## config.mk

```make
export PLATFORM = sky130hd
export DESIGN_NAME = spk_out_arb
export DESIGN_NICKNAME = d
export VERILOG_FILES = /design/src/rtl/spk_pkg.sv /design/src/rtl/rr_arb_pick.sv /design/src/rtl/spk_out_arb.sv
export SDC_FILE = /design/constraint.sdc
export NUM_CORES = 1
export LEC_CHECK = 0
export CORE_AREA = 2 2 142 144
export CTS_CLUSTER_SIZE = 40
export DETAILED_ROUTE_END_ITERATION = 7
export DIE_AREA = 0 0 144 146
export PLACE_DENSITY_LB_ADDON = 0.1
export RECOVER_POWER = 100
export SLEW_MARGIN = 30
export SYNTH_ARGS = -nofsm -noshare
export SYNTH_HDL_FRONTEND = slang
export SYNTH_SLANG_ARGS = --single-unit
```

## constraint.sdc

```tcl
create_clock -name clk -period 5 [get_ports clk]
set_input_delay 0.5 -clock clk [delete_from_list [all_inputs] [get_ports clk]]
set_output_delay 0.5 -clock clk [all_outputs]
set_load 0.01 [all_outputs]
```

## src/rtl/spk_pkg.sv

```systemverilog
// Shared spike-node definitions: flit type codes, default widths, arbiter FSM states.
// Latency: n/a (constants and pure helper functions only).
// Backpressure: n/a.
package spk_pkg;

  // Default geometry of a node flit: FW bits total, type in the top FTW bits.
  localparam int FW_DEF   = 59;
  localparam int FTW_DEF  = 3;
  localparam int NREQ_DEF = 4;
  // Source index width: soma sources 0..NREQ-1 plus the config source NREQ.
  localparam int SW_DEF   = 3;

  typedef logic [2:0] ftype_t;

  localparam ftype_t SPIKE    = 3'b000;
  localparam ftype_t DATA     = 3'b001;
  localparam ftype_t DATA_END = 3'b010;
  localparam ftype_t WRITE    = 3'b110;
  localparam ftype_t READ     = 3'b111;

  // Output arbiter FSM: IDLE arbitrates freely, LOCK pins the grant to the
  // source of an open multi-flit packet.
  localparam logic [0:0] S_IDLE = 1'b0;
  localparam logic [0:0] S_LOCK = 1'b1;

  // True for types that open or continue a multi-flit packet.
  function automatic logic opens_packet(input ftype_t t);
    return (t == DATA);
  endfunction

  // True for the type that legally closes a multi-flit packet.
  function automatic logic closes_packet(input ftype_t t);
    return (t == DATA_END);
  endfunction

endpackage

```

## src/rtl/rr_arb_pick.sv

```systemverilog
// Round-robin pick: first asserted request scanning upward from ptr_i, wrapping.
// Latency: purely combinational.
// Backpressure: none; the caller gates the grant with its own ready/stall logic.
//
// Ports:
//   req_i  NREQ-bit request vector
//   ptr_i  index that has highest priority this cycle
//   gnt_o  one-hot grant (all zero when no request)
//   idx_o  binary index of the granted request (0 when no request)
//   any_o  at least one request is asserted
module rr_arb_pick #(
  parameter int NREQ = 4,
  parameter int PW   = (NREQ > 1) ? $clog2(NREQ) : 1
) (
  input  logic [NREQ-1:0] req_i,
  input  logic [PW-1:0]   ptr_i,
  output logic [NREQ-1:0] gnt_o,
  output logic [PW-1:0]   idx_o,
  output logic            any_o
);

  logic          found;
  logic [PW-1:0] cand;

  assign any_o = |req_i;

  always_comb begin
    gnt_o = '0;
    idx_o = '0;
    found = 1'b0;
    cand  = '0;
    for (int k = 0; k < NREQ; k++) begin
      cand = PW'((int'(ptr_i) + k) % NREQ);
      if (!found && req_i[cand]) begin
        found       = 1'b1;
        gnt_o[cand] = 1'b1;
        idx_o       = cand;
      end
    end
  end

endmodule

```

## src/rtl/spk_out_arb.sv

```systemverilog
// Spike-out fifo push arbiter: NREQ round-robin soma sources plus a bounded-priority config source.
// Latency: 1 cycle from accept (valid & ready) to push/push_data.
// Backpressure: fifo_almost_full drops every ready; an open DATA..DATA_END packet keeps its lock.
//
// Ports:
//   clk, rst           clock, synchronous active-high reset
//   req_valid/ready    per-soma handshake, req_data holds flit i at [i*FW +: FW]
//   cfg_valid/ready    config handshake, cfg_data is its flit
//   fifo_almost_full   downstream fifo cannot take a push this cycle
//   push, push_data    registered fifo write strobe and data
//   proto_err          one-cycle pulse, aligned with push, on a packet framing violation
module spk_out_arb
  import spk_pkg::*;
#(
  parameter int NREQ          = NREQ_DEF,
  parameter int FW            = FW_DEF,
  parameter int FTW           = FTW_DEF,
  parameter int MAX_CFG_BURST = 4
) (
  input  logic               clk,
  input  logic               rst,
  input  logic [NREQ-1:0]    req_valid,
  input  logic [NREQ*FW-1:0] req_data,
  output logic [NREQ-1:0]    req_ready,
  input  logic               cfg_valid,
  input  logic [FW-1:0]      cfg_data,
  output logic               cfg_ready,
  input  logic               fifo_almost_full,
  output logic               push,
  output logic [FW-1:0]      push_data,
  output logic               proto_err
);

  localparam int PW = (NREQ > 1) ? $clog2(NREQ) : 1;
  localparam int SW = $clog2(NREQ + 1);
  localparam int CW = $clog2(MAX_CFG_BURST + 1);

  localparam logic [SW-1:0] CFG_SRC   = SW'(NREQ);
  localparam logic [CW-1:0] CFG_LIMIT = CW'(MAX_CFG_BURST);

  // State
  logic [0:0]    state_q, state_d;
  logic [PW-1:0] rr_ptr_q, rr_ptr_d;
  logic [CW-1:0] cfg_cnt_q, cfg_cnt_d;
  logic [SW-1:0] owner_q, owner_d;
  logic          push_q, push_d;
  logic [FW-1:0] push_data_q, push_data_d;
  logic          proto_err_q, proto_err_d;

  // Arbitration
  logic [NREQ-1:0] pick_gnt;
  logic [PW-1:0]   pick_idx;
  logic            soma_any;
  logic            cfg_under;
  logic [NREQ-1:0] owner_oh;

  // Accept path
  logic [NREQ-1:0] soma_acc;
  logic            cfg_acc;
  logic            acc;
  logic [FW-1:0]   acc_data;
  logic [SW-1:0]   acc_src;
  logic [FTW-1:0]  acc_type;
  ftype_t          acc_ftype;

  rr_arb_pick #(
    .NREQ (NREQ),
    .PW   (PW)
  ) u_pick (
    .req_i (req_valid),
    .ptr_i (rr_ptr_q),
    .gnt_o (pick_gnt),
    .idx_o (pick_idx),
    .any_o (soma_any)
  );

  // Config keeps priority only while it has not yet used up its burst
  // allowance against pending soma traffic.
  assign cfg_under = (cfg_cnt_q < CFG_LIMIT);

  always_comb begin
    owner_oh = '0;
    for (int i = 0; i < NREQ; i++) begin
      owner_oh[i] = (owner_q == SW'(i));
    end
  end

  // Ready generation. Readies are qualified by valid so at most one is high,
  // and none are raised while the fifo is full or the block is in reset.
  always_comb begin
    req_ready = '0;
    cfg_ready = 1'b0;
    if (!rst && !fifo_almost_full) begin
      if (state_q == S_IDLE) begin
        if (cfg_valid && (!soma_any || cfg_under)) begin
          cfg_ready = 1'b1;
        end else begin
          req_ready = pick_gnt;
        end
      end else begin
        // Locked: only the packet owner may proceed, whoever else is waiting.
        if (owner_q == CFG_SRC) begin
          cfg_ready = cfg_valid;
        end else begin
          req_ready = req_valid & owner_oh;
        end
      end
    end
  end

  assign soma_acc = req_valid & req_ready;
  assign cfg_acc  = cfg_valid & cfg_ready;
  assign acc      = cfg_acc | (|soma_acc);

  // Select the accepted flit and its source index.
  always_comb begin
    acc_data = '0;
    acc_src  = '0;
    if (cfg_acc) begin
      acc_data = cfg_data;
      acc_src  = CFG_SRC;
    end else begin
      for (int i = 0; i < NREQ; i++) begin
        if (soma_acc[i]) begin
          acc_data = req_data[i*FW +: FW];
          acc_src  = SW'(i);
        end
      end
    end
  end

  assign acc_type  = acc_data[FW-1 -: FTW];
  assign acc_ftype = ftype_t'(acc_type);

  // Next-state logic.
  always_comb begin
    state_d     = state_q;
    owner_d     = owner_q;
    rr_ptr_d    = rr_ptr_q;
    cfg_cnt_d   = cfg_cnt_q;
    push_d      = acc;
    push_data_d = acc ? acc_data : push_data_q;
    proto_err_d = 1'b0;

    if (state_q == S_IDLE) begin
      if (acc) begin
        if (opens_packet(acc_ftype)) begin
          state_d = S_LOCK;
          owner_d = acc_src;
        end else if (closes_packet(acc_ftype)) begin
          // A DATA_END with no open packet is passed through but flagged.
          proto_err_d = 1'b1;
        end
      end

      // In IDLE a soma accept always comes from the round-robin pick.
      if (|soma_acc) begin
        rr_ptr_d = (pick_idx == PW'(NREQ - 1)) ? '0 : pick_idx + PW'(1);
      end

      if (!soma_any || (|soma_acc)) begin
        cfg_cnt_d = '0;
      end else if (cfg_acc && (cfg_cnt_q != CFG_LIMIT)) begin
        cfg_cnt_d = cfg_cnt_q + CW'(1);
      end
    end else begin
      // Locked: fairness state is frozen until the packet closes.
      if (acc && !opens_packet(acc_ftype)) begin
        state_d = S_IDLE;
        // Anything other than DATA_END ends the packet abnormally; it is
        // still pushed so no flit is silently lost.
        if (!closes_packet(acc_ftype)) begin
          proto_err_d = 1'b1;
        end
      end
    end
  end

  always_ff @(posedge clk) begin
    if (rst) begin
      state_q     <= S_IDLE;
      rr_ptr_q    <= '0;
      cfg_cnt_q   <= '0;
      owner_q     <= '0;
      push_q      <= 1'b0;
      push_data_q <= '0;
      proto_err_q <= 1'b0;
    end else begin
      state_q     <= state_d;
      rr_ptr_q    <= rr_ptr_d;
      cfg_cnt_q   <= cfg_cnt_d;
      owner_q     <= owner_d;
      push_q      <= push_d;
      push_data_q <= push_data_d;
      proto_err_q <= proto_err_d;
    end
  end

  assign push      = push_q;
  assign push_data = push_data_q;
  assign proto_err = proto_err_q;

endmodule

```

==> run summary <==
Status - complete, but fails checks
Failing checks - capacitance limit, slew limit
Highest clock rate - 223 MHz
Skew-Pair Late Insertion Delay - 0.35 ns
Pins Over Slew Limit - 17
Seq cells post-synth - 70
Vias per Instance - 5.25
Post-synth top cells - nand2_1, dfxtp_1, nor2_1
Cts bufs inserted - 9
Mapped cell area - 5250 µm²
Unrepaired setup endpoints after global routing - false
Routed len/inst - 21.4 µm
Port bufs - 368
Num rows - 51
Number of inserted diodes - 0
Normalized max-slew margin - -0.325
Synthesis Warnings - 0
Die Y - 146 µm
Cell taking the most area after synthesis - dfxtp_1
Worst path bufs/invs - 1
CTS Hold Bufs - 0
Fraction of registers with async set/reset - 0
Top cell type's share of synthesized area - 0.267
DRT Wirelength - 26,700 µm
Seq/Total Area, Yosys - 0.267
Slowest stage delay, CP - 0.91 ns
# DRC - 0
Worst-path fanout max - 14
Core ar. - 19,300 µm²
Starting Density - 0.271
Placed Area - 9170 µm²
Post-CTS sizing - 0
Fin crit period - 4.48 ns
Most numerous cell in the Yosys netlist - nand2_1
Reg clk slew, reported paths - 0.06 ns
I/O pin total - 369
Share of layout cells above drive strength 1 - 0.0518
Max IR drop VDD - 0.161 mV
R2R Path Start - rr_ptr_q[1]
Critical path type - reg -> reg
Final Setup Violations - 0
Crit end category - register
Largest net degree at the start of global routing - 51
Setup Skew - 0.00816 ns
Max-cap violations - 1
CTS tree - done
Hold Path Class - reg -> reg
Routed via count - 6,560
Clock sink total - 70
Final HPWL DP - 20,200 µm
Final nets - 1,293
Post-route design area - 9440 µm²
Syn Nets - 960
CP Launch Type - register
Initial antenna violation count - 0
Placed insts - 1,234
CP cell instances - inv_1, ha_1, or3b_1, a2111oi_4, o31ai_1, a311oi_2, nand2_1, o21a_1, o21ai_0, nand4_1, mux2i_1
Top FF cell, synth - dfxtp_1
RR Endpoint - owner_q[2]
Hold_sp - push_data[56]
Number of synthesized flops with an enable pin - 0
Htree depth - 3
Leak - 0.00358 µW
Reg2reg path depth - 11
GRT Total Usage - 0.244
Clock Path Buffers - 2
Worst Hold Depth - 2
DR iter-0 viols - 338
Synth-to-layout area growth - 80.0%
Critical path required time - 5.15 ns
Die area - 21,000 µm²
First-pass GRT wire length - 39,100 µm
Worst-margin pin slew - 1.99 ns
Fin. Hold Viols - 0
Die width - 144 µm
Distinct cells, synth - 59
Pre-antenna DRT Iters - 6
Fin Setup TNS - 0 ns
WHS Endpoint - push_data[56]
Root buf cell - clkbuf_16
Final period util - 0.895
Final ANT Viol Nets - 0
R2R Setup Slk - 0.52 ns
# Post-CTS Setup Buffers - 0
Largest cells by area after synthesis - dfxtp_1, mux2i_1, a221oi_1
Vias in the first global route - 6,507
Pwr Density - 207 nW/µm²
Critical path's top delay family - compound AO/OA/AOI/OAI gates
GP Congestion - 0.869
Overall Power - 1950 µW
Gr ovfl total - 0
Arr. time, crit path - 4.63 ns
Mean post-synth cell area - 8.11 µm²
Non-filler instance count after layout - 1,249
Crit-path slowest cell - a311oi_2
Mapped Cells - 647
==> worst max-delay path by stage <==
stage	cells after the start	end	startpoint
2_1_floorplan	13	proto_err	register
3_3_place_gp	11	proto_err	rr_ptr_q[1]
3_5_place_dp	9	push_data[15]	req_valid[2]
4_1_cts	7	req_ready[1]	rr_ptr_q[1]
5_1_grt	11	owner_q[2]	rr_ptr_q[1]
6_report	11	owner_q[2]	rr_ptr_q[1]
==> worst reg2reg max path, delay by kind of cell (launching register included) <==
| kind | cells | cell delay [ns] |
|---|---|---|
| simple gates | 3 | 0.86 |
| buf+inv | 1 | 0.21 |
| compound gates | 5 | 2.01 |
| fa+ha+maj | 1 | 0.51 |
| mux | 1 | 0.17 |
| flops | 1 | 0.54 |
==> metrics by stage <==
step,hold slack (ns),setup slack (ns),util
after floorplan,0.478,1.55,-
after global placement,0.460,0.878,0.474
after detailed placement,0.450,0.785,0.474
after CTS,0.461,0.669,0.490
after global routing,0.485,0.212,0.488
final,0.455,0.524,0.488
==> area by class of cell <==
class | count | area (µm²)
Clock buffer | 12 | 267
Clock inverter | 3 | 42.5
Fill cell | 1878 | 9890
Inverter | 12 | 45.0
Multi-Input combinational cell | 500 | 3510
Sequential cell | 70 | 1400
Tap cell | 265 | 332
Timing Repair Buffer | 387 | 3840
==> placed cells by master (no fill, tap or decap), types with 3 or more instances in the layout <==
master	synthesis	final
a211oi_1	58	58
a21oi_1	13	13
a221oi_1	55	55
a31oi_1	11	11
buf_4	5	16
clkbuf_16	0	9
clkbuf_8	0	3
clkdlybuf4s50_1	0	303
dfxtp_1	70	70
dlygate4sd3_1	0	64
ha_1	10	10
inv_1	10	10
mux2i_1	62	62
mux4_2	3	3
nand2_1	80	80
nand2b_1	3	3
nand3_1	4	4
nor2_1	66	66
nor2b_1	7	7
nor3_1	8	8
nor3b_1	4	4
o211ai_1	56	56
o21a_1	8	8
o21ai_0	5	5
o31ai_1	6	6
o41ai_1	3	3
==> state kept, by name, summed over array words and instances, names as in the netlist, named ones only <==
| name | flops |
|---|---|
| cfg_cnt_q | 3 |
| push | 1 |
| proto_err | 1 |
| owner_q | 3 |
| rr_ptr_q | 1 |
| push_data | 59 |
==> where the power goes <==
| part | internal (µW) | total [µW] | switching [µW] |
|---|---|---|---|
| sequential | 603 | 626 | 23.4 |
| clock | 424 | 692 | 268 |
| combinational | 382 | 633 | 251 |
| total | 1410 | 1950 | 543 |
==> cell families after synthesis <==
family          Yosys count  synth area share
compound gates          232             0.346
simple gates            190             0.160
buf+inv                  77            0.0661
flops                    70             0.267
mux                      66             0.133
fa+ha+maj                10            0.0238
xor+xnor                  2           0.00334
==> routing by layer <==
metal  wire length (µm)  GRT usage  vias to the layer above
met5                  0          0                        -
met2              13500      0.429                      294
li1                   -          -                     3162
met3               2170     0.0665                       19
met1              10700      0.294                     3085
met4                328     0.0559                        0
Power figures use the tool's default switching activity.
